===== config.mk =====
export PLATFORM = sky130hd
export DESIGN_NAME = logic_unit_pipe
export DESIGN_NICKNAME = d
export VERILOG_FILES = /design/src/rtl/logic_unit_pipe.sv
export SDC_FILE = /design/constraint.sdc
export NUM_CORES = 1
export LEC_CHECK = 0
export ABC_AREA = 1
export CORE_MARGIN = 4
export CORE_UTILIZATION = 40
export DETAILED_ROUTE_END_ITERATION = 6
export DONT_BUFFER_PORTS = 1
export GPL_TIMING_DRIVEN = 0
export PLACE_DENSITY = 0.52
export SETUP_SLACK_MARGIN = 0.2
export SLEW_MARGIN = 20
export SYNTH_ARGS = -nofsm -noshare
export SYNTH_HDL_FRONTEND = slang
export SYNTH_SLANG_ARGS = --single-unit

===== constraint.sdc =====
create_clock -name clk -period 1.65 [get_ports clk]
set_clock_uncertainty 0.2 [all_clocks]
set_input_delay 0.2475 -clock clk [delete_from_list [all_inputs] [get_ports clk]]
set_output_delay 0.2475 -clock clk [all_outputs]
set_load 0.01 [all_outputs]

===== src/rtl/logic_unit_pipe.sv =====
// logic_unit_pipe
// Two-stage pipelined bitwise logic unit with an internal accumulator and a
// valid/ready stream interface on both sides.
//
// Ports:
//   clk, rst            rising-edge clock, synchronous active-high reset
//   in_valid / in_ready operand beat handshake (in_ready depends on out_ready)
//   a, b                WIDTH-bit operands (a replaced by acc when acc_en=1)
//   op                  0 AND, 1 OR, 2 NAND, 3 NOR, 4 XOR, 5 XNOR, 6 NOT A, 7 BUF A
//   acc_en              use acc as operand A, write result back on accept
//   acc_clr             clear acc at the next edge, checked every cycle
//   out_valid/out_ready result beat handshake
//   y, zero, ones, parity  result and its reduction flags (valid with out_valid)
module logic_unit_pipe #(
  parameter int WIDTH = 8
) (
  input  logic             clk,
  input  logic             rst,
  input  logic             in_valid,
  output logic             in_ready,
  input  logic [WIDTH-1:0] a,
  input  logic [WIDTH-1:0] b,
  input  logic [2:0]       op,
  input  logic             acc_en,
  input  logic             acc_clr,
  output logic             out_valid,
  input  logic             out_ready,
  output logic [WIDTH-1:0] y,
  output logic             zero,
  output logic             ones,
  output logic             parity
);

  logic [WIDTH-1:0] acc;
  logic [WIDTH-1:0] opnd_a;
  logic [WIDTH-1:0] result;
  logic             s1_valid;
  logic [WIDTH-1:0] s1_res;
  logic             s2_valid;
  logic             s2_adv;
  logic             accept;

  assign s2_adv   = !s2_valid || out_ready;
  assign in_ready = !rst && (!s1_valid || s2_adv);
  assign accept   = in_valid && in_ready;
  assign opnd_a   = acc_en ? acc : a;
  assign out_valid = s2_valid;

  always_comb begin
    result = '0;
    unique case (op)
      3'd0: result = opnd_a & b;
      3'd1: result = opnd_a | b;
      3'd2: result = ~(opnd_a & b);
      3'd3: result = ~(opnd_a | b);
      3'd4: result = opnd_a ^ b;
      3'd5: result = ~(opnd_a ^ b);
      3'd6: result = ~opnd_a;
      3'd7: result = opnd_a;
      default: result = '0;
    endcase
  end

  // Stage 1: operation result. Only refills when S1 is empty or draining,
  // which is exactly when in_ready is high.
  always_ff @(posedge clk) begin
    if (rst) begin
      s1_valid <= 1'b0;
      s1_res   <= '0;
    end else if (accept) begin
      s1_valid <= 1'b1;
      s1_res   <= result;
    end else if (s1_valid && s2_adv) begin
      s1_valid <= 1'b0;
    end
  end

  // Stage 2: output register plus flags. Held while the consumer stalls.
  always_ff @(posedge clk) begin
    if (rst) begin
      s2_valid <= 1'b0;
      y        <= '0;
      zero     <= 1'b0;
      ones     <= 1'b0;
      parity   <= 1'b0;
    end else if (s2_adv) begin
      s2_valid <= s1_valid;
      if (s1_valid) begin
        y      <= s1_res;
        zero   <= ~|s1_res;
        ones   <= &s1_res;
        parity <= ^s1_res;
      end
    end
  end

  // Accumulator is written at the accept edge, so a back-to-back acc_en beat
  // sees the updated value. Clear wins over the write-back.
  always_ff @(posedge clk) begin
    if (rst) begin
      acc <= '0;
    end else if (acc_clr) begin
      acc <= '0;
    end else if (accept && acc_en) begin
      acc <= result;
    end
  end

endmodule


==> metrics.txt, run 1 <==
RSZ-0062 raised after global routing yes; first-pass GRT wire length 9.95 mm; Async S/R FF share, synth 0%; minimum clock period 1.62 ns; Tcrit/Tclk final 98.4%; cell with the most instances after synthesis nand2_1; Global Route Usage Sum 19.2%; M1 GR Usage 28.0%; crit-path max FO 3; gr busiest metal met2; Slew Limit Fails 0; #FFs+latches synth 29; Setup TNS Final 0 ns; CTS tree done; Post-synth EDFFs 0; ys flop type dfxtp_1; CP Data Arrival Time 1.59 ns; TritonCTS buffer count 5; sequential area share after synthesis 26.1%; Final WS setup 0.0269 ns; Worst-path clk slew 0.06 ns; Syn-to-layout area delta 27.8%; failing checks negative hold slack; pre-CTS setup slack -0.195 ns; synthesized instance count 344; Die Area 6820 um2; antenna viol nets, final 0; Worst-Margin Slew 0.484 ns; status finished, violations left; Pre-Repair DR Iteration Count 4; leading area contributor after synthesis dfxtp_1; CTS Root Cell clkbuf_8; WS Path Type flip-flop to flip-flop; Final Hold Viols 1; post-synth top area share 26.1%; Final Hold Slack -0.0181 ns; IO Count 38; Max Cap Viol 0; Setup-failing EPs final 0; Crit. End Element flip-flop; Diodes inserted 0; hold crit path type primary input to flip-flop; placed inst area 2360 um2; worst skew pair latency 0.28 ns; syn nets 393; Starting Density 42.5%; Global Route met2 Usage 28.1%; Max Freq 0.616 GHz; clock sink count 29; Final Cell Area 2840 um2; DR WL/cell 14.1 um; chip width 82.6 um; final wirelength 6.26 mm; Post-Syn Area 2220 um2; 1st-iter DRT viols 136; grt met3 use 5.53%; Longest Clk Path Bufs 2; Vias 2268; Final #Nets 421; grt ovf 0; vias in the first global route 2044; Worst EP required 1.62 ns; core area 5240 um2; PD cells 673 nW/um2; slew margin rel. 67.6%; top cells by instance count after synthesis 85 x nand2_1, 43 x nor2_1, 41 x inv_1, 29 x dfxtp_1, 26 x nand4_1; largest cells by area after synthesis dfxtp_1 26%, nand2_1 14%, ha_1 13%; initial antenna violation count 0; DRC 0; Final HPWL DP 4.34 mm; leakage 1.36 nW; PortBufs 0; Startpoint Class flip-flop; Die H 82.6 um; H-tree depth 2; RD Place Congestion 0.810; peak supply drop 0.510 mV; Placement Rows 26; Power, Total 1.91 mW; Synth warnings 0; largest net degree at the start of global routing 11; synth unique cells 22; share of cells above drive strength 1 33.5%; Mean Syn Cell Area 6.47 um2; Via-to-Cell Ratio 5.12
[worst max-delay path: stages (launching register included)]
cell and delay [ns]:
dfxtp_2 0.32, nand2_1 0.06, nand2_2 0.09, inv_2 0.05, ha_4 0.26, inv_1 0.03, nand4_1 0.07, nand2_1 0.05
nor2_1 0.08, nand3_1 0.12, nor2_1 0.14, nor2_1 0.05
[kinds of logic after synthesis]
| group | after synthesis | synth area share, % |
|---|---|---|
| DFF | 29 | 26.1 |
| adders and majority gates | 24 | 13.5 |
| xor gates and xnor gates | 3 | 1.18 |
| and+or+nand+nor | 193 | 40.1 |
| buffers and inverters | 64 | 12.1 |
| AOI/OAI and AO/OA | 31 | 6.97 |
[worst paths after layout]
check        startpoint         to  slack, ns  cells past startpoint
max              acc[4]     acc[4]       0.03                     11
min           out_ready   s1_valid      -0.02                      3
max reg2reg      acc[4]     acc[4]       0.03                     11
min reg2reg   s1_res[6]  s1_res[6]       0.28                      2
[metal layers]
layer  vias to the layer above  share of wire [%]  wire, um
met5                         -                  0         0
met4                         0              0.096         6
met2                        64                 42      2640
met3                         2                7.1       446
li1                       1164                  -         -
met1                      1038                 51      3160
[repair_timing]
| item | 4_1_cts | 5_1_grt |
|---|---|---|
| endpoints found under the hold margin | 3 | 2 |
| pin swaps | 31 | 20 |
| setup endpoints to repair | 17 | 27 |
| gates resized for setup | 41 | 29 |
| hold buffers | 1 | 1 |
| buffers inserted | 14 | 5 |
[area by class of cell]
type | count | area, um2
fillers | 539 | 2390
multi-input cells | 251 | 1610
flip-flops and latches | 29 | 604
inverters | 51 | 204
repair buffers | 21 | 163
plain buffers | 13 | 95.1
well taps | 70 | 87.6
clock buffers | 6 | 72.6
clock inverters | 2 | 10.0
[power breakdown]
part | internal, mW | switching [mW]
sequential | 0.746 | 0.0374
clock | 0.291 | 0.262
combinational | 0.255 | 0.321
total | 1.29 | 0.621
[stage by stage]
step / util, % / hold slack (ns) / instances
final: 54.3 / -0.0181 / 443
after detailed placement: 45.0 / 0.120 / 414
after global placement: 45.0 / 0.119 / 414
after global routing: 54.3 / -0.0206 / 443
after CTS: 51.8 / -0.0569 / 437
after floorplan: - / 0.117 / 344
[cells in the final DEF, fill, tap and decap left out, types with 9 or more instances in the layout]
master | synthesis | final
a21oi_1 | 12 | 12
buf_4 | 4 | 23
dfxtp_1 | 29 | 12
dfxtp_2 | 0 | 16
ha_1 | 24 | 9
ha_4 | 0 | 13
inv_1 | 41 | 21
inv_2 | 10 | 27
nand2_1 | 85 | 72
nand2_2 | 0 | 13
nand3_1 | 25 | 24
nand4_1 | 26 | 26
nor2_1 | 43 | 40
o21ai_1 | 10 | 11
[registers in the layout (all words and copies together), names as in the netlist]
register   flops
zero           1
parity         1
acc            8
s1_valid       1
s1_res         8
y              8
ones           1
out_valid      1
Power figures use the tool's default switching activity.
==> run 2, diff against run 1 <==
--- a/config.mk
+++ b/config.mk
@@ -6,12 +6,14 @@
 export NUM_CORES = 1
 export LEC_CHECK = 0
 export ABC_AREA = 1
+export CELL_PAD_IN_SITES_DETAIL_PLACEMENT = 1
+export CELL_PAD_IN_SITES_GLOBAL_PLACEMENT = 2
 export CORE_MARGIN = 4
-export CORE_UTILIZATION = 40
+export CORE_UTILIZATION = 31
 export DETAILED_ROUTE_END_ITERATION = 6
 export DONT_BUFFER_PORTS = 1
 export GPL_TIMING_DRIVEN = 0
-export PLACE_DENSITY = 0.52
+export PLACE_DENSITY = 0.72
 export SETUP_SLACK_MARGIN = 0.2
 export SLEW_MARGIN = 20
 export SYNTH_ARGS = -nofsm -noshare
==> metrics.txt, run 2 (synthesized netlist as in run 1, its figures left out) <==
status finished, violations left (unchanged); failing checks negative hold slack, negative setup slack (was negative hold slack); final core utilization 42.2% (was 54.3%); Final WS setup -0.0425 ns (was 0.0269 ns); Final HPWL DP 5.16 mm (was 4.34 mm); Vias 2242 (was 2268); Longest Clk Path Bufs 2 (unchanged); Final Cell Area 2900 um2 (was 2840 um2); RSZ-0062 raised after global routing yes (unchanged); Via-to-Cell Ratio 4.85 (was 5.12); leakage 1.35 nW (was 1.36 nW); Startpoint Class flip-flop (unchanged); Global Route Usage Sum 17.0% (was 19.2%); CTS Root Cell clkbuf_8 (unchanged); PD cells 678 nW/um2 (was 673 nW/um2); Final #Nets 415 (was 421); share of cells above drive strength 1 35.8% (was 33.5%); antenna viol nets, final 0 (unchanged); crit-path max FO 3 (unchanged); Slew Limit Fails 0 (unchanged); Placement Rows 30 (was 26); most frequent cells in the layout 70 x nand2_1, 30 x nor2_1, 26 x nand4_1 (was 72 x nand2_1, 40 x nor2_1, 27 x inv_2); Worst-Margin Slew 0.460 ns (was 0.484 ns); minimum clock period 1.69 ns (was 1.62 ns); slew margin rel. 69.2% (was 67.6%); Syn-to-layout area delta 30.4% (was 27.8%); Final Hold Slack -0.0247 ns (was -0.0181 ns); Multi-input gate area 1670 um2 (was 1610 um2); FF+latch area 602 um2 (was 604 um2); 1st-iter DRT viols 93 (was 136); Starting Density 32.4% (was 42.5%); Final Hold Viols 1 (unchanged); chip width 92.7 um (was 82.6 um); PortBufs 0 (unchanged); first-pass GRT wire length 11.5 mm (was 9.95 mm); Setup TNS Final -0.115 ns (was 0 ns); hold crit path type primary input to flip-flop (unchanged); Worst EP required 1.61 ns (was 1.62 ns); commonest non-fill, non-tap cell in the layout nand2_1 (unchanged); clock sink count 29 (unchanged); CP Data Arrival Time 1.65 ns (was 1.59 ns); RD Place Congestion 0.747 (was 0.810); CTS tree done (unchanged); WS Path Type flip-flop to flip-flop (unchanged); grt ovf 0 (unchanged); Worst-path clk slew 0.06 ns (about the same); DR WL/cell 15.3 um (was 14.1 um); core area 6870 um2 (was 5240 um2); Tcrit/Tclk final 103% (was 98.4%); Pre-Repair DR Iteration Count 4 (unchanged); peak supply drop 0.294 mV (was 0.510 mV); Largest regs acc x8, s1_res x8, y x8 (unchanged); final wirelength 7.07 mm (was 6.26 mm); Die H 92.7 um (was 82.6 um); Crit. End Element flip-flop (unchanged); DRC 0 (unchanged); placed inst area 2390 um2 (was 2360 um2); worst skew pair latency 0.27 ns (was 0.28 ns); Die Area 8600 um2 (was 6820 um2); Max Freq 0.591 GHz (was 0.616 GHz); H-tree depth 2 (unchanged); vias in the first global route 2312 (was 2044); Setup-failing EPs final 4 (was 0); IO Count 38 (unchanged); TritonCTS buffer count 5 (unchanged); Max Cap Viol 0 (unchanged); layout filler cell count 893 (was 539); largest net degree at the start of global routing 11 (unchanged); initial antenna violation count 0 (unchanged); Diodes inserted 0 (unchanged)
==> run 2: cell types whose count changed in the layout (fill, tap and decap cells not counted), sizes merged <==
| cell | delta |
|---|---|
| clkinv | -2 |
| clkbuf | +2 |
| buf | -7 |
==> run 2: timing repair <==
| action | CTS | global route |
|---|---|---|
| setup buffers | 12 | 1 |
| hold buffers | 1 | 1 |
| pin swaps | 33 | 34 |
| endpoints found under the setup margin | 18 | 19 |
| endpoints found under the hold margin | 3 | 2 |
| gates resized for setup | 51 | 34 |
==> run 2: per-stage QoR <==
stage | setup WS, ns | cells | hold WS (ns) | total power [mW]
4_1_cts | -0.0872 | 460 | -0.0484 | 1.94
3_5_place_dp | -0.312 | 440 | 0.122 | 1.24
3_3_place_gp | -0.291 | 440 | 0.119 | 1.23
2_1_floorplan | 0.0352 | 344 | 0.117 | 1.12
6_report | -0.0425 | 462 | -0.0247 | 1.97
5_1_grt | -0.154 | 462 | -0.0157 | 2.10
==> run 2: where the power goes <==
| part | switching [mW] | internal, mW | leakage (nW) | total, mW |
|---|---|---|---|---|
| Clock | 0.256 | 0.330 | 0.0443 | 0.587 |
| Sequential | 0.0351 | 0.746 | 0.244 | 0.781 |
| Combinational | 0.347 | 0.252 | 1.06 | 0.599 |
==> run 2: area by class of cell <==
class,instances,area share [%]
Inverter,51,7.03
Buffer,13,3.36
Tap cell,96,4.14
Multi-Input combinational cell,251,57.5
Sequential cell,29,20.8
Timing Repair Buffer,15,4.18
Clock buffer,7,2.98
==> run 2: path summary, 6_finish.rpt <==
| path | startpoint | cells after the start | end | slack (ns) |
|---|---|---|---|---|
| setup reg to reg | acc[4] | 11 | acc[4] | -0.04 |
| hold reg to reg | s1_res[3] | 2 | s1_res[3] | 0.28 |
| hold / removal | out_ready | 3 | s1_valid | -0.02 |
| setup / recovery | acc[4] | 11 | acc[4] | -0.04 |
==> run 2: worst max-delay path, stage by stage (launching register included) <==
cell     delay [ns]
dfxtp_2        0.32
nand2_1        0.05
nand2_2        0.13
inv_2          0.06
ha_4           0.27
inv_2          0.03
nand4_1        0.07
nand2_1        0.06
nor2_2         0.09
nand3_2        0.13
nor2_2         0.13
nor2_1         0.04
==> run 2: per-layer routing <==
metal,vias to the layer above,GRT usage [%],routed length [um]
met3,6,3.49,249
met2,35,26.3,3030
met5,-,0,0
met4,0,3.54,69
met1,1048,24.3,3720
li1,1153,-,-
